==> config.mk <==
export PLATFORM = sky130hd
export DESIGN_NAME = alu_seq_flat
export DESIGN_NICKNAME = d
export VERILOG_FILES = /design/src/rtl/alu_seq_if.sv /design/src/rtl/alu_seq.sv /design/src/flat_wrapper.sv
export SDC_FILE = /design/constraint.sdc
export NUM_CORES = 1
export LEC_CHECK = 0
export ABC_AREA = 1
export BUFFER_PORTS_ARGS = -buffer_cell sky130_fd_sc_hd__buf_2
export CAP_MARGIN = 40
export CORE_MARGIN = 2
export CORE_UTILIZATION = 40
export CTS_BUF_LIST = sky130_fd_sc_hd__clkbuf_8
export CTS_CLUSTER_SIZE = 14
export DETAILED_ROUTE_END_ITERATION = 10
export SYNTH_ARGS = -nofsm -noshare
export SYNTH_HDL_FRONTEND = slang
export SYNTH_SLANG_ARGS = --single-unit
==> constraint.sdc <==
create_clock -name clk -period 6.2 [get_ports clk]
set_clock_uncertainty 0.05 [all_clocks]
set_input_delay 0.31 -clock clk [delete_from_list [all_inputs] [get_ports clk]]
set_output_delay 0.31 -clock clk [all_outputs]
set_load 0.02 [all_outputs]
==> src/rtl/alu_seq_if.sv <==
// Request/result handshake bundle between the EXE-stage ALU and its neighbours.
interface alu_seq_if #(
   parameter int WIDTH = 8
) ();
   logic             in_valid;
   logic             in_ready;
   logic [3:0]       mode;
   logic [WIDTH-1:0] s1;
   logic [WIDTH-1:0] s2;
   logic [WIDTH-1:0] imm;
   logic [WIDTH-1:0] ex_in;
   logic             flags_clr;
   logic             out_valid;
   logic             out_ready;
   logic [WIDTH-1:0] result;
   logic [3:0]       flags;
   logic             busy;

   modport master (
      output in_valid, mode, s1, s2, imm, ex_in, flags_clr, out_ready,
      input  in_ready, out_valid, result, flags, busy
   );

   modport slave (
      input  in_valid, mode, s1, s2, imm, ex_in, flags_clr, out_ready,
      output in_ready, out_valid, result, flags, busy
   );
endinterface

==> src/rtl/alu_seq.sv <==
// Handshaked execute-stage ALU: single-cycle ops, flags-only compare and an
// iterative signed multiply. Result and {Z,N,C,V} are held until consumed.
module alu_seq #(
   parameter int WIDTH  = 8,
   parameter bit MUL_EN = 1'b1
) (
   input  logic     clk,
   input  logic     rst_n,
   alu_seq_if.slave bus
);
   localparam int CW = $clog2(WIDTH);

   localparam logic [3:0] OP_ADD  = 4'h1;
   localparam logic [3:0] OP_SUB  = 4'h2;
   localparam logic [3:0] OP_NAND = 4'h3;
   localparam logic [3:0] OP_SHL  = 4'h4;
   localparam logic [3:0] OP_SHR  = 4'h5;
   localparam logic [3:0] OP_OUT  = 4'h6;
   localparam logic [3:0] OP_IN   = 4'h7;
   localparam logic [3:0] OP_MUL  = 4'h8;
   localparam logic [3:0] OP_CMP  = 4'h9;
   localparam logic [3:0] OP_STO  = 4'hE;
   localparam logic [3:0] OP_LDI  = 4'hF;

   typedef enum logic [1:0] {ST_IDLE, ST_MUL, ST_DONE} state_t;

   state_t             state_q, state_d;
   logic [WIDTH-1:0]   result_q, result_d;
   logic [3:0]         flags_q, flags_d;
   logic               out_valid_q, out_valid_d;
   logic               busy_q, busy_d;
   logic [2*WIDTH-1:0] acc_q, acc_d;
   logic [2*WIDTH-1:0] mcand_q, mcand_d;
   logic [WIDTH-1:0]   mplier_q, mplier_d;
   logic               neg_q, neg_d;
   logic [CW-1:0]      cnt_q, cnt_d;

   logic               out_free;
   logic               accept;

   // Output slot is free when empty or being drained this cycle.
   assign out_free      = !out_valid_q || bus.out_ready;
   assign bus.in_ready  = (state_q == ST_IDLE) && out_free;
   assign accept        = bus.in_valid && bus.in_ready;
   assign bus.out_valid = out_valid_q;
   assign bus.result    = result_q;
   assign bus.flags     = flags_q;
   assign bus.busy      = busy_q;

   // Z/N from the low half, C always 0, V when the signed product overflows WIDTH bits.
   function automatic logic [3:0] mul_flags(input logic [2*WIDTH-1:0] p);
      logic [WIDTH:0] top;
      top       = p[2*WIDTH-1:WIDTH-1];
      mul_flags = {p[WIDTH-1:0] == '0, p[WIDTH-1], 1'b0, ~(&top | ~|top)};
   endfunction

   logic [WIDTH:0]     sum_w, diff_w;
   logic [WIDTH-1:0]   op_res, zn_src, mag1, mag2;
   logic               op_c, op_v, wr_zn, wr_c, wr_v, is_mul;
   logic [2*WIDTH-1:0] acc_step, prod_signed;
   logic               mul_last;

   // Single-cycle opcode decode and one shift-add multiply step.
   always_comb begin
      // NOTE: every signal gets a default before the case so no latch is inferred.
      sum_w  = {1'b0, bus.s1} + {1'b0, bus.s2};
      diff_w = {1'b0, bus.s1} - {1'b0, bus.s2};
      op_res = '0;
      zn_src = '0;
      op_c   = 1'b0;
      op_v   = 1'b0;
      wr_zn  = 1'b0;
      wr_c   = 1'b0;
      wr_v   = 1'b0;
      is_mul = 1'b0;
      case (bus.mode)
         OP_ADD: begin
            op_res = sum_w[WIDTH-1:0];
            op_c   = sum_w[WIDTH];
            op_v   = (bus.s1[WIDTH-1] == bus.s2[WIDTH-1]) && (op_res[WIDTH-1] != bus.s1[WIDTH-1]);
            {wr_zn, wr_c, wr_v} = 3'b111;
         end
         OP_SUB, OP_CMP: begin
            op_res = (bus.mode == OP_CMP) ? bus.s1 : diff_w[WIDTH-1:0];
            op_c   = ~diff_w[WIDTH];
            op_v   = (bus.s1[WIDTH-1] != bus.s2[WIDTH-1]) && (diff_w[WIDTH-1] != bus.s1[WIDTH-1]);
            {wr_zn, wr_c, wr_v} = 3'b111;
         end
         OP_NAND: begin
            op_res = ~(bus.s1 & bus.s2);
            wr_zn  = 1'b1;
         end
         OP_SHL: begin
            op_res = {bus.s1[WIDTH-2:0], 1'b0};
            op_c   = bus.s1[WIDTH-1];
            {wr_zn, wr_c} = 2'b11;
         end
         OP_SHR: begin
            op_res = {1'b0, bus.s1[WIDTH-1:1]};
            op_c   = bus.s1[0];
            {wr_zn, wr_c} = 2'b11;
         end
         OP_OUT, OP_STO: op_res = bus.s1;
         OP_IN:          op_res = bus.ex_in;
         OP_LDI:         op_res = bus.imm;
         OP_MUL:         is_mul = MUL_EN;
         default:        op_res = '0;
      endcase
      // Compare reports Z/N of the difference even though it returns s1.
      zn_src = (bus.mode == OP_CMP) ? diff_w[WIDTH-1:0] : op_res;

      mag1        = bus.s1[WIDTH-1] ? (~bus.s1 + 1'b1) : bus.s1;
      mag2        = bus.s2[WIDTH-1] ? (~bus.s2 + 1'b1) : bus.s2;
      acc_step    = acc_q + (mplier_q[0] ? mcand_q : '0);
      prod_signed = neg_q ? (~acc_step + 1'b1) : acc_step;
      mul_last    = (cnt_q == CW'(WIDTH - 1));
   end

   // Next-state: handshake, result/flag register and multiply sequencing.
   always_comb begin
      state_d     = state_q;
      result_d    = result_q;
      flags_d     = bus.flags_clr ? 4'b0000 : flags_q;
      out_valid_d = out_valid_q && !bus.out_ready;
      busy_d      = busy_q;
      acc_d       = acc_q;
      mcand_d     = mcand_q;
      mplier_d    = mplier_q;
      neg_d       = neg_q;
      cnt_d       = cnt_q;
      case (state_q)
         ST_IDLE: begin
            if (accept && is_mul) begin
               state_d  = ST_MUL;
               busy_d   = 1'b1;
               acc_d    = '0;
               mcand_d  = {{WIDTH{1'b0}}, mag1};
               mplier_d = mag2;
               neg_d    = bus.s1[WIDTH-1] ^ bus.s2[WIDTH-1];
               cnt_d    = '0;
            end else if (accept) begin
               result_d    = op_res;
               out_valid_d = 1'b1;
               if (wr_zn) flags_d[3:2] = {zn_src == '0, zn_src[WIDTH-1]};
               if (wr_c)  flags_d[1]   = op_c;
               if (wr_v)  flags_d[0]   = op_v;
            end
         end
         ST_MUL: begin
            acc_d    = acc_step;
            mcand_d  = mcand_q << 1;
            mplier_d = mplier_q >> 1;
            cnt_d    = cnt_q + 1'b1;
            if (mul_last) begin
               busy_d = 1'b0;
               if (out_free) begin
                  result_d    = prod_signed[WIDTH-1:0];
                  flags_d     = mul_flags(prod_signed);
                  out_valid_d = 1'b1;
                  state_d     = ST_IDLE;
               end else begin
                  acc_d   = prod_signed;
                  state_d = ST_DONE;
               end
            end
         end
         ST_DONE: begin
            if (out_free) begin
               result_d    = acc_q[WIDTH-1:0];
               flags_d     = mul_flags(acc_q);
               out_valid_d = 1'b1;
               state_d     = ST_IDLE;
            end
         end
         default: state_d = ST_IDLE;
      endcase
   end

   // State register; reset aborts any multiply in flight.
   always_ff @(posedge clk or negedge rst_n) begin
      if (!rst_n) begin
         state_q     <= ST_IDLE;
         result_q    <= '0;
         flags_q     <= '0;
         out_valid_q <= 1'b0;
         busy_q      <= 1'b0;
         acc_q       <= '0;
         mcand_q     <= '0;
         mplier_q    <= '0;
         neg_q       <= 1'b0;
         cnt_q       <= '0;
      end else begin
         // NOTE: non-blocking so every flop samples pre-edge values.
         state_q     <= state_d;
         result_q    <= result_d;
         flags_q     <= flags_d;
         out_valid_q <= out_valid_d;
         busy_q      <= busy_d;
         acc_q       <= acc_d;
         mcand_q     <= mcand_d;
         mplier_q    <= mplier_d;
         neg_q       <= neg_d;
         cnt_q       <= cnt_d;
      end
   end
endmodule

==> src/flat_wrapper.sv <==
// flat-port wrapper written by rule: the top's interface ports become plain ports
module alu_seq_flat 
#(
   parameter int WIDTH  = 8,
   parameter bit MUL_EN = 1'b1
)
  (clk, rst_n, bus_in_valid, bus_mode, bus_s1, bus_s2, bus_imm, bus_ex_in, bus_flags_clr, bus_out_ready, bus_in_ready, bus_out_valid, bus_result, bus_flags, bus_busy);
  alu_seq_if #(.WIDTH(WIDTH)) bus_i ();
  input  logic clk;
  input  logic rst_n;
  input wire logic [$bits(bus_i.in_valid)-1:0] bus_in_valid;
  input wire logic [$bits(bus_i.mode)-1:0] bus_mode;
  input wire logic [$bits(bus_i.s1)-1:0] bus_s1;
  input wire logic [$bits(bus_i.s2)-1:0] bus_s2;
  input wire logic [$bits(bus_i.imm)-1:0] bus_imm;
  input wire logic [$bits(bus_i.ex_in)-1:0] bus_ex_in;
  input wire logic [$bits(bus_i.flags_clr)-1:0] bus_flags_clr;
  input wire logic [$bits(bus_i.out_ready)-1:0] bus_out_ready;
  output wire logic [$bits(bus_i.in_ready)-1:0] bus_in_ready;
  output wire logic [$bits(bus_i.out_valid)-1:0] bus_out_valid;
  output wire logic [$bits(bus_i.result)-1:0] bus_result;
  output wire logic [$bits(bus_i.flags)-1:0] bus_flags;
  output wire logic [$bits(bus_i.busy)-1:0] bus_busy;
  assign bus_i.in_valid = bus_in_valid;
  assign bus_i.mode = bus_mode;
  assign bus_i.s1 = bus_s1;
  assign bus_i.s2 = bus_s2;
  assign bus_i.imm = bus_imm;
  assign bus_i.ex_in = bus_ex_in;
  assign bus_i.flags_clr = bus_flags_clr;
  assign bus_i.out_ready = bus_out_ready;
  assign bus_in_ready = bus_i.in_ready;
  assign bus_out_valid = bus_i.out_valid;
  assign bus_result = bus_i.result;
  assign bus_flags = bus_i.flags;
  assign bus_busy = bus_i.busy;
  alu_seq #(.WIDTH(WIDTH), .MUL_EN(MUL_EN)) u_core (.clk(clk), .rst_n(rst_n), .bus(bus_i));
endmodule
; ---- Word-level counts from Yosys, hierarchy flattened
; Index checks and enable logic that the tools add are counted.
[classes]
n_addsub = 7
n_eq_ne = 24
n_mux = 52
bitwise = 11
reduce_logical = 31
[op_table]
columns = cell, n
row1 = $mux 16, 6
row2 = $mux 8, 10
row3 = $pmux 16 s2, 2
row4 = $pmux 8 s8, 1
row5 = $logic_not 8->1, 3
row6 = $mux 4, 6
row7 = $not 8->8, 3
row8 = $pmux 8 s3, 1
row9 = $reduce_and 9->1, 2
row10 = $reduce_or 9->1, 2
row11 = $add 16x1->16 const B, 1
row12 = $add 16x16->16, 1
row13 = $add 8x1->8 const B, 2
row14 = $eq 4x3->1 const B, 4
row15 = $eq 4x4->1 const B, 4
row16 = $not 16->16, 1
row17 = $pmux 8 s2, 1
row18 = $mux 1, 12
row19 = $pmux 4 s3, 1
row20 = $mux 2, 5
row21 = $add 8x8->9, 1
row22 = $sub 8x8->9, 1
row23 = $and 8x8->8, 1
row24 = $eq 4x2->1 const B, 2
row25 = 31 further kinds, 52
[word_totals]
regBits = 60
input_bits = 41
output_inout_bits = 15
wordCells = 135

; ---- Depth between registers and ports, before layout
; Gate-level depths: netlist (run 1).
[logic_depth]
ltp_word = 12
ltp_mapped = 27
mapped_depth_nobuf = 25

; ---- Worst setup path after synthesis (run 1)
; OpenSTA, ideal clock, no wires.
[synth_timing]
path_type = register -> register
startpoint = register u_core.mplier_q[0]
endpoint = register u_core.flags_q[0] (netlist: u_core.bus.flags[0])
setup_ns = 0.122
arrival_ns = 3.010
path_slack_ns = 3.018
path_stages_with_launch = 26
n_path_buf = 2
period_less_slack_ns = 3.182
cell_sequence = dfrtp_1 -> clkbuf_1 -> clkbuf_1 -> nand2_1 -> inv_1 -> ha_1 -> fa_1 -> inv_1 -> ha_1 -> inv_1 -> a21oi_1 -> nand3_1 -> nor2_1 -> nand2_1 -> nor2_1 -> nand2_1 -> nand2_2 -> nand4_1 -> nand2_1 -> inv_2 -> nor2_1 -> nand3_1 -> nand2_1 -> nand2_1 -> nand2_1 -> a21oi_2
[synth_between]
elab_chain_cells = 12
[synth_lines]
columns = item, line_no
row1 = from (decl), alu_seq.sv:34  ; logic [WIDTH-1:0] mplier_q, mplier_d;
row2 = from (signal assigned), alu_seq.sv:201  ; mplier_q <= mplier_d;
row3 = $mux 16 *, alu_seq.sv:114  ; acc_step = acc_q + (mplier_q[0] ? mcand_q : '0);
row4 = $add 16x16->16 *, alu_seq.sv:114
row5 = $not 16->16, alu_seq.sv:115  ; prod_signed = neg_q ? (~acc_step + 1'b1) : acc_step;
row6 = $add 16x1->16, alu_seq.sv:115
row7 = $mux 16 *, alu_seq.sv:115
row8 = $reduce_or 9->1, alu_seq.sv:54  ; mul_flags = {p[WIDTH-1:0] == '0, p[WIDTH-1], 1'b0, ~(&top | ~|top)};
row9 = $logic_not 1->1, alu_seq.sv:54
row10 = $or 1x1->1 *, alu_seq.sv:54
row11 = $not 1->1 *, alu_seq.sv:54
row12 = $mux 4 *, alu_seq.sv:156  ; if (out_free) begin
row13 = $mux 4 *, alu_seq.sv:154  ; if (mul_last) begin
row14 = $pmux 4 s3 *, alu_seq.sv:131  ; case (state_q)
row15 = named net u_core.flags_d[0], alu_seq.sv:29  ; logic [3:0] flags_q, flags_d;
row16 = to (signal assigned), alu_seq.sv:196  ; flags_q <= flags_d;
row17 = to (decl), alu_seq.sv:29
; The timed path passes the listed nets; every way through them passes the cells marked *.
; A chain may end at the register's enable or synchronous reset.

; ---- Worst setup path after layout (run 1)
; Ends and elaborated chain as after synthesis.

==> results of run 1 <==
[flip-flops by register name, indices dropped and copies added, names as in the netlist]
name	cells
u_core.mcand_q	16
u_core.neg_q	1
u_core.mplier_q	8
u_core.bus.busy	1
u_core.bus.flags	4
u_core.cnt_q	3
u_core.bus.result	8
u_core.bus.out_valid	1
u_core.state_q	2
u_core.acc_q	16
[cells by family (layout without fill, tap and decap cells)]
group           after synthesis  count (layout)
compound gates              195             195
xor+xnor                     12              12
simple gates                523             523
fa+ha+maj                    43              43
buf+inv                     199             249
flops                        60              60
[worst max-delay path by stage]
stage                     depth (start not counted)                            end  slack [ps]
after floorplan                                  25  u_core.bus.flags[0]$_DFF_PN0_        3020
after global placement                           23  u_core.bus.flags[0]$_DFF_PN0_        2940
after detailed placement                         23  u_core.bus.flags[0]$_DFF_PN0_        2880
after CTS                                        23  u_core.bus.flags[0]$_DFF_PN0_        2860
after global routing                             22  u_core.bus.flags[0]$_DFF_PN0_        2380
final                                            23  u_core.bus.flags[0]$_DFF_PN0_        2870
[routing by layer]
| metal | vias to the layer above | wire (µm) | global-route usage, % |
|---|---|---|---|
| li1 | 3482 | - | - |
| met1 | 3140 | 9050 | 31.7 |
| met2 | 203 | 9060 | 38.3 |
| met3 | 34 | 984 | 3.61 |
| met4 | 0 | 543 | 8.60 |
| met5 | - | 0 | 0 |
[layout by cell type (no fill, tap or decap), types with 4 or more instances in the layout]
cell        n
buf_2      55
ha_1       40
nor2_1     88
nand4_1    16
o211ai_1   16
nand2_1   276
dfrtp_1    60
o21ai_1     6
o22ai_1    26
o221ai_1    5
nand3_1    84
o31ai_1     4
nor2_2      8
buf_4       4
xor2_1     10
inv_1     162
nand2_2    19
a21oi_1    53
o21ai_0    62
a221oi_1    4
inv_2      12
nor3_1     14
nor4_1      4
clkbuf_8   10
[critical path, stage by stage, from the launching register on]
cell	delay, ps
dfrtp_1	640
nand2_1	90
inv_1	70
ha_1	210
fa_1	460
inv_1	110
ha_1	150
inv_1	40
a21oi_1	150
nand3_1	120
nor2_1	100
nand2_1	70
nor2_1	110
nand2_1	90
nand2_2	90
nand4_1	100
nand2_1	120
inv_2	40
nor2_1	90
nand3_1	70
nand2_1	70
nand2_1	40
nand2_1	70
a21oi_2	50
[layout make-up]
cell class              count  share of cell area [%]
inverters                 174                    9.26
well taps                 216                    3.83
repair buffers             60                    4.54
flip-flops and latches     60                    21.3
clock buffers              10                    1.95
multi-input cells         773                    58.0
clock inverters             5                    1.10
[stage by stage]
step	hold slack, ps	cell area (µm²)	worst slack (ps)	power [µW]
floorplan	-35.6	6340	3020	2190
global placement	410	6820	2940	2680
detailed placement	412	6840	2880	2710
CTS	105	7050	2860	3120
global route	132	7050	2380	3440
finish	69.0	7050	2870	3120
[power groups by stage]
stage          logic (µW)  registers (µW)  clock network, µW
2_1_floorplan        1530             666                  0
3_3_place_gp         1990             695                  0
3_5_place_dp         2020             696                  0
4_1_cts              2030             690                409
5_1_grt              2300             712                428
6_report             2030             691                401
==> results by group, run 1 <==
Routing
  • TritonRoute pass-1 iters: 5
  • Mean number of vias per cell: 5.28
  • ANT nets after route: 0
  • Initial DRC Count: 466
  • WL/cell: 15.1 µm
  • Vias: about 6,900
  • Total Wirelength: about 20 mm
  • Drc violations: 0

Power
  • Max IR drop VDD: 0.157 mV
  • Net Sw Frac: 54.0%
  • Reg power frac: 22.1%
  • Combinational fraction of design power: approximately 65%
  • Power Density: 443 nW/µm²
  • P_sw: 1690 µW
  • Leakage dissipation: 0.00372 µW
  • P_int: 1440 µW
  • Clk pwr share: 12.9%

Clock network
  • H-tree depth reported by CTS: 3
  • Clock transition at path regs: 70 ps
  • Clock buffer depth: 2
  • CTS Hold Buffers Added: 0
  • CTS Sinks: 60
  • CTS tree: done
  • CTS Buf Count: 9
  • Post-CTS setup buffers: 0
  • Post_cts resized: 0
  • Later-pin clock latency in the skew report: 360 ps
  • CTS root buffer: clkbuf_8

STA
  • Slew Limit Headroom: between 40 and 50%
  • Final Hold Vio Count: 0
  • Unrepaired setup endpoints after global routing: false
  • Actual slew at the worst max-slew pin: 875 ps
  • Final setup fails: 0
  • Achievable Freq: around 300 MHz
  • Final cycle utilization of the critical path: 53.7%
  • Setup TNS: 0 ps
  • Min Tclk post-route: 3330 ps
  • Final Max Slew Viols: 0

Synth
  • Main synth FF type: dfrtp_1
  • Compound-Gate Fraction of Synth Area: 18.2%
  • Ys async rst share: 100%
  • Syn Area/Cell: around 6 µm²
  • Mux contribution to synthesized area: 0%
  • Most numerous cell in the Yosys netlist: nand2_1
  • Post-Synth Adder-Cell Area: 8.84%
  • Synth area leader: dfrtp_1
  • Area contributors post-synth: dfrtp_1 (24%), nand2_1 (16%), inv_1 (9.5%)
  • Synth Area in XOR/XNOR: between 1.5 and 2%
  • Sequential fraction of the synthesis area: roughly a quarter
  • Number of synthesized flops with an enable pin: 0
  • Most frequent cells after synthesis: nand2_1 (276), inv_1 (161), nor2_1 (88), nand3_1 (84), o21ai_0 (62)
  • Main combinational cell family by area after synthesis: simple AND/OR/NAND/NOR gates
  • Synth unique cells: 43
  • Top-area cell type share of the netlist area: 23.7%
  • Synth Register Bits: 60
  • Synth Area in Simple Gates: 35.8%
  • Syn nets: 1,116
  • Syn. warnings: 0
  • Synthesized area: between 6000 and 7000 µm²
  • Post-synthesis cell count: slightly above 1,000

Job
  • Max-cap viol count: 0

Global routing
  • Number of global-route vias before repair: 6,115
  • Initial antenna violation count: 0
  • Congestion Overflow GR: 0
  • Total GRT Usage: 23.5%
  • First-pass GRT wire length: 31.1 mm
  • Largest net degree at the start of global routing: 61

Finish
  • Nets: 1,162
  • Syn-to-layout area delta: 11.1%
  • Share of layout cells above drive strength 1: 11.5%
  • Post-Layout Cell Count: ~1,300
  • Final Util: 44.9%
  • Fill cells: 1,721
  • Antenna Cells: 0
  • Multi-input gate area: approximately 4000 µm²
  • Sequential Area: 1500 µm²

Worst setup path
  • CP endpoint kind: flip-flop
  • RR Startpoint: u_core.mplier_q[0]$_DFFE_PN0P_
  • Worst R2R Path Depth: 23
  • Critical Path Start: u_core.mplier_q[0]$_DFFE_PN0P_
  • Worst-path fanout max: 17
  • WP data required: ~6400 ps
  • Worst Path Arrival: between 3000 and 4000 ps
  • Crit start category: flip-flop
  • Flop2flop setup slack: 2870 ps
  • WS Path Type: flip-flop to flip-flop
  • Reg2reg end: u_core.bus.flags[0]$_DFF_PN0_

Worst hold path
  • HP Class: input port to async pin

Run status
  • Status: finished clean

Die
  • Rows: 46
  • Die Width: 130 µm
  • Initial Util: 40.4%
  • Die height: around 130 µm
  • Ports: 56
  • Die area: approximately 17,000 µm²
  • Core box area: 15,700 µm²

Place
  • Buffers on Ports: 55
  • Final HPWL DP: 15.7 mm
  • Dpl cells: 1,283
  • GP Congestion: 0.990
No activity file was read; power rests on OpenSTA's default activity.
==> run 2: changes to the inputs <==
==> constraint.sdc (replaced) <==
create_clock -name clk -period 2.9 [get_ports clk]
set_clock_uncertainty 0.05 [all_clocks]
set_input_delay 0.145 -clock clk [delete_from_list [all_inputs] [get_ports clk]]
set_output_delay 0.145 -clock clk [all_outputs]
set_load 0.02 [all_outputs]
==> run 2 against run 1 <==
Clock-buffer cell count unchanged. Global-route usage rose by 1.3 points. Clock power rose by 110%. Die area stayed put. Sequential cell count unchanged. Maximum frequency grew 17%. Sequential share of layout area shrank 1.9 points. Non-clock buffer count grew 53. Critical path depth unchanged. Critical endpoint unchanged. Wire length rose by 3.1%. Register-to-register slack worse by 2800 ps.
==> results by group, run 2 (synthesized netlist as in run 1, its figures left out) <==
Job
  • Max-cap viol count: 0 (unchanged)

Finish
  • Share of layout cells above drive strength 1: 20.0% (was 11.5%)
  • Top flop regs: u_core.acc_q: 16 flops, u_core.mcand_q: 16 flops (unchanged)
  • Fill cells: 1,638 (was 1,721)
  • Multi-input gate area: 4380 µm² (was 4090 µm²)
  • Sequential Area: 1500 µm² (unchanged)
  • Syn-to-layout area delta: 22.1% (was 11.1%)
  • Most frequent cells in the layout: nand2_1 (260), inv_1 (160), nor2_1 (83) (was nand2_1 (276), inv_1 (162), nor2_1 (88))
  • Final Util: 49.3% (was 44.9%)
  • Commonest non-fill, non-tap cell in the layout: nand2_1 (unchanged)
  • Nets: 1,215 (was 1,162)
  • Antenna Cells: 0 (unchanged)

Power
  • Leakage dissipation: 0.00399 µW (was 0.00372 µW)
  • Power Density: 1000 nW/µm² (was 443 nW/µm²)
  • Max IR drop VDD: 0.454 mV (was 0.157 mV)

STA
  • Slew Limit Headroom: 62.5% (was 41.5%)
  • Final setup fails: 0 (unchanged)
  • Achievable Freq: 353 MHz (was 301 MHz)
  • Min Tclk post-route: 2830 ps (was 3330 ps)
  • Actual slew at the worst max-slew pin: 557 ps (was 875 ps)
  • Unrepaired setup endpoints after global routing: true (was false)
  • Final Hold Vio Count: 0 (unchanged)
  • Final cycle utilization of the critical path: 97.7% (was 53.7%)
  • Final Max Slew Viols: 0 (unchanged)
  • Worst hold slack: 37.1 ps (was 69.0 ps)

Worst hold path
  • Hold Path Sink: u_core.mplier_q[7]$_DFFE_PN0P_
  • Worst hold path cell count: 2
  • HP Class: input port to flip-flop (was input port to async pin)
  • Hold path startpoint: bus_s2[6]

Worst setup path
  • RR Startpoint: u_core.mplier_q[0]$_DFFE_PN0P_ (unchanged)
  • Worst Path Arrival: 3030 ps (was 3520 ps)
  • Worst R2R Path Depth: 23 (unchanged)
  • Crit start category: flip-flop (unchanged)
  • CP most frequent cell: nand2_1 (unchanged)
  • Worst-path fanout max: 4 (was 17)
  • WP data required: 3100 ps (was 6400 ps)
  • CP endpoint kind: flip-flop (unchanged)
  • Flop2flop setup slack: 70 ps (was 2870 ps)
  • Slowest stage cell, crit path: fa_2 (was dfrtp_1)
  • Crit-path cells: nand2_2, inv_2, ha_4, fa_2, inv_2, ha_4, inv_2, a21oi_4, nand3_2, nor2_1, nand2_1, nor2_2, nand2_2, nand2_4, nand2_1, nand2_2, nand3_2, nor2_1, nand3_1, nand2_1, nand2_1, nand2_1, a21oi_2 (was nand2_1, inv_1, ha_1, fa_1, inv_1, ha_1, inv_1, a21oi_1, nand3_1, nor2_1, nand2_1, nor2_1, nand2_1, nand2_2, nand4_1, nand2_1, inv_2, nor2_1, nand3_1, nand2_1, nand2_1, nand2_1, a21oi_2)
  • Reg2reg end: u_core.bus.flags[0]$_DFF_PN0_ (unchanged)
  • WS Path Type: flip-flop to flip-flop (unchanged)
  • Critical Path Max Stage Delay: 430 ps (was 640 ps)

Global routing
  • Number of global-route vias before repair: 6,765 (was 6,115)
  • Congestion Overflow GR: 0 (unchanged)
  • Total GRT Usage: 24.8% (was 23.5%)
  • Largest net degree at the start of global routing: 29 (was 61)
  • First-pass GRT wire length: 33.0 mm (was 31.1 mm)
  • Initial antenna violation count: 0 (unchanged)

Place
  • Buffers on Ports: 55 (unchanged)
  • GP Congestion: 0.905 (was 0.990)
  • Final HPWL DP: 16.2 mm (was 15.7 mm)

Die
  • Initial Util: 40.4% (unchanged)
  • Ports: 56 (unchanged)
  • Core box area: 15,700 µm² (unchanged)
  • Die Width: 130 µm (unchanged)
  • Die height: 130 µm (unchanged)
  • Die area: 16,900 µm² (unchanged)
  • Rows: 46 (unchanged)

Run status
  • Status: finished clean (unchanged)

Routing
  • ANT nets after route: 0 (unchanged)
  • Mean number of vias per cell: 5.19 (was 5.28)
  • TritonRoute pass-1 iters: 5 (unchanged)
  • Vias: 7,022 (was 6,859)
  • WL/cell: 15.0 µm (was 15.1 µm)
  • Initial DRC Count: 406 (was 466)
  • Drc violations: 0 (unchanged)
  • Total Wirelength: 20.2 mm (was 19.6 mm)

Clock network
  • Clock buffer depth: 2 (unchanged)
  • Later-pin clock latency in the skew report: 360 ps (about the same)
  • CTS Sinks: 60 (unchanged)
  • Clock transition at path regs: 70 ps (about the same)
  • CTS root buffer: clkbuf_8 (unchanged)
  • CTS tree: done (unchanged)
  • H-tree depth reported by CTS: 3 (unchanged)
  • CTS Buf Count: 9 (unchanged)
## run 2: changes by cell type in the layout (fill, tap and decap cells not counted), sizes merged
cell         delta
inv             +1
buf            +52
clkinvlp        +1
dlygate4sd3     +1
clkinv          -1
## run 2: timing repair
action                                  CTS  global route
setup buffers                             0             3
endpoints found under the setup margin    1            12
hold buffers                              1             0
pin swaps                                 0            11
endpoints found under the hold margin    15             0
resized for setup                         2            52
## run 2: area by class of cell
| cell class | count | area share [%] |
|---|---|---|
| Clock buffer | 10 | 1.78 |
| Sequential cell | 60 | 19.4 |
| Clock inverter | 6 | 1.03 |
| Multi-Input combinational cell | 773 | 56.5 |
| Tap cell | 216 | 3.49 |
| Inverter | 174 | 8.43 |
| Timing Repair Buffer | 113 | 9.42 |
## run 2: worst max-delay path: cells and delay by family (launching register included)
family,cells,cell delay [ps]
and+or+nand+nor,15,1220
adders and majority gates,3,710
DFF,1,410
buffers and inverters,3,180
AOI/OAI and AO/OA,2,180
## run 2: report_power, final
| part | switching, µW | internal, µW | total, µW |
|---|---|---|---|
| Combinational | 3330 | 2120 | 5450 |
| Sequential | 283 | 1160 | 1450 |
| Clock | 359 | 500 | 858 |
## run 2: routing by layer
| metal | up-vias | global-route usage (%) | routed length (µm) |
|---|---|---|---|
| li1 | 3590 | - | - |
| met1 | 3213 | 30.9 | 9020 |
| met2 | 181 | 42.7 | 9650 |
| met3 | 38 | 3.53 | 803 |
| met4 | 0 | 10.8 | 768 |
| met5 | - | 0 | 0 |
## run 2: worst max path at each step
stage / depth (start not counted) / end / from
global route: 23 / u_core.bus.flags[0]$_DFF_PN0_ / u_core.mplier_q[0]$_DFFE_PN0P_
detailed placement: 23 / u_core.bus.flags[0]$_DFF_PN0_ / u_core.mplier_q[0]$_DFFE_PN0P_
finish: 23 / u_core.bus.flags[0]$_DFF_PN0_ / u_core.mplier_q[0]$_DFFE_PN0P_
floorplan: 25 / u_core.bus.flags[0]$_DFF_PN0_ / u_core.mplier_q[0]$_DFFE_PN0P_
global placement: 23 / u_core.bus.flags[0]$_DFF_PN0_ / u_core.mplier_q[0]$_DFFE_PN0P_
CTS: 23 / u_core.bus.flags[0]$_DFF_PN0_ / u_core.mplier_q[0]$_DFFE_PN0P_
## run 2: through the flow
stage               worst slack (ps)  instances  instance area (µm²)  TNS (ps)  total power [µW]
floorplan                      -27.6       1032                 6380     -27.6              4740
global placement                25.1       1331                 7210         0              6350
detailed placement             -33.3       1332                 7230     -33.3              6380
CTS                             7.59       1349                 7460         0              7280
global route                    -149       1352                 7750      -161              8550
finish                          67.2       1352                 7750         0              7750
==> run 3: changes to the inputs <==
--- a/config.mk
+++ b/config.mk
@@ -6,13 +6,16 @@
 export NUM_CORES = 1
 export LEC_CHECK = 0
 export ABC_AREA = 1
-export BUFFER_PORTS_ARGS = -buffer_cell sky130_fd_sc_hd__buf_2
+export BUFFER_PORTS_ARGS = -buffer_cell sky130_fd_sc_hd__buf_4
 export CAP_MARGIN = 40
+export CELL_PAD_IN_SITES_DETAIL_PLACEMENT = 1
+export CELL_PAD_IN_SITES_GLOBAL_PLACEMENT = 2
 export CORE_MARGIN = 2
-export CORE_UTILIZATION = 40
+export CORE_UTILIZATION = 34
 export CTS_BUF_LIST = sky130_fd_sc_hd__clkbuf_8
 export CTS_CLUSTER_SIZE = 14
 export DETAILED_ROUTE_END_ITERATION = 10
+export PLACE_DENSITY_LB_ADDON = 0.1
 export SYNTH_ARGS = -nofsm -noshare
 export SYNTH_HDL_FRONTEND = slang
 export SYNTH_SLANG_ARGS = --single-unit
==> constraint.sdc (replaced) <==
create_clock -name clk -period 3.1 [get_ports clk]
set_clock_uncertainty 0.05 [all_clocks]
set_input_delay 0.155 -clock clk [delete_from_list [all_inputs] [get_ports clk]]
set_output_delay 0.155 -clock clk [all_outputs]
set_load 0.02 [all_outputs]
==> run 3 against run 2 <==
Register-to-register slack gained 80 ps. Wire length grew 18%. Die area grew 17%. Combinational power shrank 7.5%. Clock power shrank 8.0%. Cell area grew 0.34%. Utilization shrank 6.5 points. Sequential power shrank 3%. Highest routed layer unchanged. Worst setup slack gained 80 ps.
==> results by group, run 3 (synthesized netlist as in run 1, its figures left out) <==
Global routing
  • GRT met1 Usage: 30.9% (about the same)
  • Met3 Use GR: 2.68% (was 3.53%)
  • Total GRT Usage: 24.4% (was 24.8%)
  • Initial antenna violation count: 0 (unchanged)
  • Met2 Use GR: 44.1% (was 42.7%)
  • First-pass GRT wire length: 38.2 mm (was 33.0 mm)
  • Number of global-route vias before repair: 7,070 (was 6,765)
  • Gr busiest metal: met2 (unchanged)
  • Congestion Overflow GR: 0 (unchanged)
  • Largest net degree at the start of global routing: 61 (was 29)

Worst setup path
  • Worst R2R Path Depth: 23 (unchanged)
  • Flop2flop setup slack: 150 ps (was 70 ps)
  • WP data required: 3300 ps (was 3100 ps)
  • CP endpoint kind: flip-flop (unchanged)
  • Crit start category: flip-flop (unchanged)
  • WS Path Type: flip-flop to flip-flop (unchanged)
  • Worst-path fanout max: 4 (unchanged)
  • Worst Path Arrival: 3150 ps (was 3030 ps)

Routing
  • Mean number of vias per cell: 5.21 (was 5.19)
  • Drc violations: 0 (unchanged)
  • Initial DRC Count: 234 (was 406)
  • TritonRoute pass-1 iters: 4 (was 5)
  • Total Wirelength: 23.9 mm (was 20.2 mm)
  • ANT nets after route: 0 (unchanged)
  • Vias: 7,035 (was 7,022)
  • WL/cell: 17.7 µm (was 15.0 µm)

Die
  • Die area: 19,800 µm² (was 16,900 µm²)
  • Core box area: 18,100 µm² (was 15,700 µm²)
  • Die Width: 141 µm (was 130 µm)
  • Ports: 56 (unchanged)
  • Rows: 49 (was 46)
  • Die height: 141 µm (was 130 µm)
  • Initial Util: 35.0% (was 40.4%)

STA
  • Final Max Slew Viols: 0 (unchanged)
  • Final setup fails: 0 (unchanged)
  • Actual slew at the worst max-slew pin: 812 ps (was 557 ps)
  • Unrepaired setup endpoints after global routing: true (unchanged)
  • Slew Limit Headroom: 45.8% (was 62.5%)
  • Min Tclk post-route: 2950 ps (was 2830 ps)
  • Achievable Freq: 339 MHz (was 353 MHz)
  • Final Hold Vio Count: 0 (unchanged)
  • Final cycle utilization of the critical path: 95.2% (was 97.7%)

Power
  • Combinational fraction of design power: 69.7% (was 70.3%)
  • Reg power frac: 19.4% (was 18.7%)
  • Clk pwr share: 10.9% (was 11.1%)
  • P_sw: 3790 µW (was 3970 µW)
  • Max IR drop VDD: 0.285 mV (was 0.454 mV)
  • P_int: 3440 µW (was 3790 µW)
  • Net Sw Frac: 52.4% (was 51.2%)
  • Power Total: 7230 µW (was 7750 µW)
  • Leakage dissipation: 0.00394 µW (was 0.00399 µW)
  • Power Density: 930 nW/µm² (was 1000 nW/µm²)

Finish
  • Share of layout cells above drive strength 1: 18.7% (was 20.0%)
  • Antenna Cells: 0 (unchanged)
  • Commonest non-fill, non-tap cell in the layout: nand2_1 (unchanged)
  • Most frequent cells in the layout: nand2_1 (262), inv_1 (158), buf_4 (96) (was nand2_1 (260), inv_1 (160), nor2_1 (83))
  • Nets: 1,201 (was 1,215)
  • Syn-to-layout area delta: 22.5% (was 22.1%)
  • Top flop regs: u_core.acc_q: 16 flops, u_core.mcand_q: 16 flops (unchanged)
  • Final Cell Area: 7770 µm² (was 7750 µm²)

Clock network
  • Clock buffer depth: 2 (unchanged)
  • CTS tree: done (unchanged)
  • CTS Buf Count: 9 (unchanged)
  • Later-pin clock latency in the skew report: 360 ps (about the same)
  • CTS root buffer: clkbuf_8 (unchanged)
  • H-tree depth reported by CTS: 3 (unchanged)
  • CTS Sinks: 60 (unchanged)
  • Clock transition at path regs: 80 ps (was 70 ps)

Run status
  • Status: finished clean (unchanged)

Worst hold path
  • Worst hold path cell count: 4 (was 2)
  • HP Class: input port to flip-flop (unchanged)

Place
  • Buffers on Ports: 55 (unchanged)
  • DP Area: 7210 µm² (was 7230 µm²)
  • GP Congestion: 0.897 (was 0.905)
  • Final HPWL DP: 19.4 mm (was 16.2 mm)

Job
  • Max-cap viol count: 0 (unchanged)
## run 3: cell types whose count changed in the layout (fill, tap and decap cells not counted), sizes merged
| cell | delta |
|---|---|
| bufinv | -1 |
| dlygate4sd3 | +1 |
| buf | -15 |
| clkbuf | +3 |
| inv | -2 |
## run 3: what timing repair did
action	in CTS	in global routing
endpoints found under the setup margin	0	8
hold buffers	2	0
gates resized for setup	0	58
buffers inserted	0	7
hold endpoints to repair	61	0
## run 3: critical path: stages (launching register included)
cell and delay (ps):
dfrtp_1 400, nand2_1 90, inv_2 40, ha_4 150
fa_2 470, inv_4 90, ha_4 120, inv_2 40
a21oi_2 130, nand3_2 100, nor2_2 110, nand2_1 70
nor2_1 90, nand2_1 90, nand2_2 110, nand3_1 100
nand2_1 100, nand2_1 70, nor2_1 100, nand3_1 70
nand2_1 80, nand2_1 60, nand2_2 60, a21oi_2 40
## run 3: layer usage
| metal | vias to the layer above | part of all wire [%] |
|---|---|---|
| li1 | 3557 | - |
| met2 | 86 | 50 |
| met1 | 3366 | 45 |
| met3 | 26 | 2.2 |
| met5 | - | 0 |
| met4 | 0 | 2.6 |
## run 3: through the flow
step	cells	setup TNS [ps]	setup slack [ps]	hold slack [ps]	util [%]
6_report	1351	0	147	85.1	42.8
5_1_grt	1351	-164	-147	78.2	42.8
4_1_cts	1344	0	12.0	69.2	41.0
3_5_place_dp	1326	0	4.27	229	39.7
3_3_place_gp	1326	0	71.7	232	39.7
2_1_floorplan	1032	0	2.36	-191	-
## run 3: power by group through the flow
stage / Clock, µW / Combinational, µW / Sequential [µW]
after floorplan: 0 / 3060 / 1330
after global placement: 0 / 4570 / 1380
after detailed placement: 0 / 4640 / 1380
after CTS: 815 / 4670 / 1370
after global routing: 851 / 5630 / 1440
final: 789 / 5040 / 1400
## run 3: area by class of cell
type	instances	area, µm²
fillers	2452	10400
clock buffers	13	179
well taps	229	287
repair buffers	99	752
clock inverters	3	42.5
inverters	174	656
multi-input cells	773	4360
flip-flops and latches	60	1500
## run 3: path summary, 6_finish.rpt
path	end	start
setup / recovery	u_core.bus.flags[0]$_DFF_PN0_	u_core.mplier_q[0]$_DFFE_PN0P_
hold / removal	u_core.mplier_q[3]$_DFFE_PN0P_	bus_s2[3]
setup reg to reg	u_core.bus.flags[0]$_DFF_PN0_	u_core.mplier_q[0]$_DFFE_PN0P_
hold reg to reg	u_core.mplier_q[5]$_DFFE_PN0P_	u_core.mplier_q[5]$_DFFE_PN0P_
max in group asynchronous	u_core.acc_q[12]$_DFFE_PN0P_	rst_n
min in group asynchronous	u_core.mplier_q[5]$_DFFE_PN0P_	rst_n
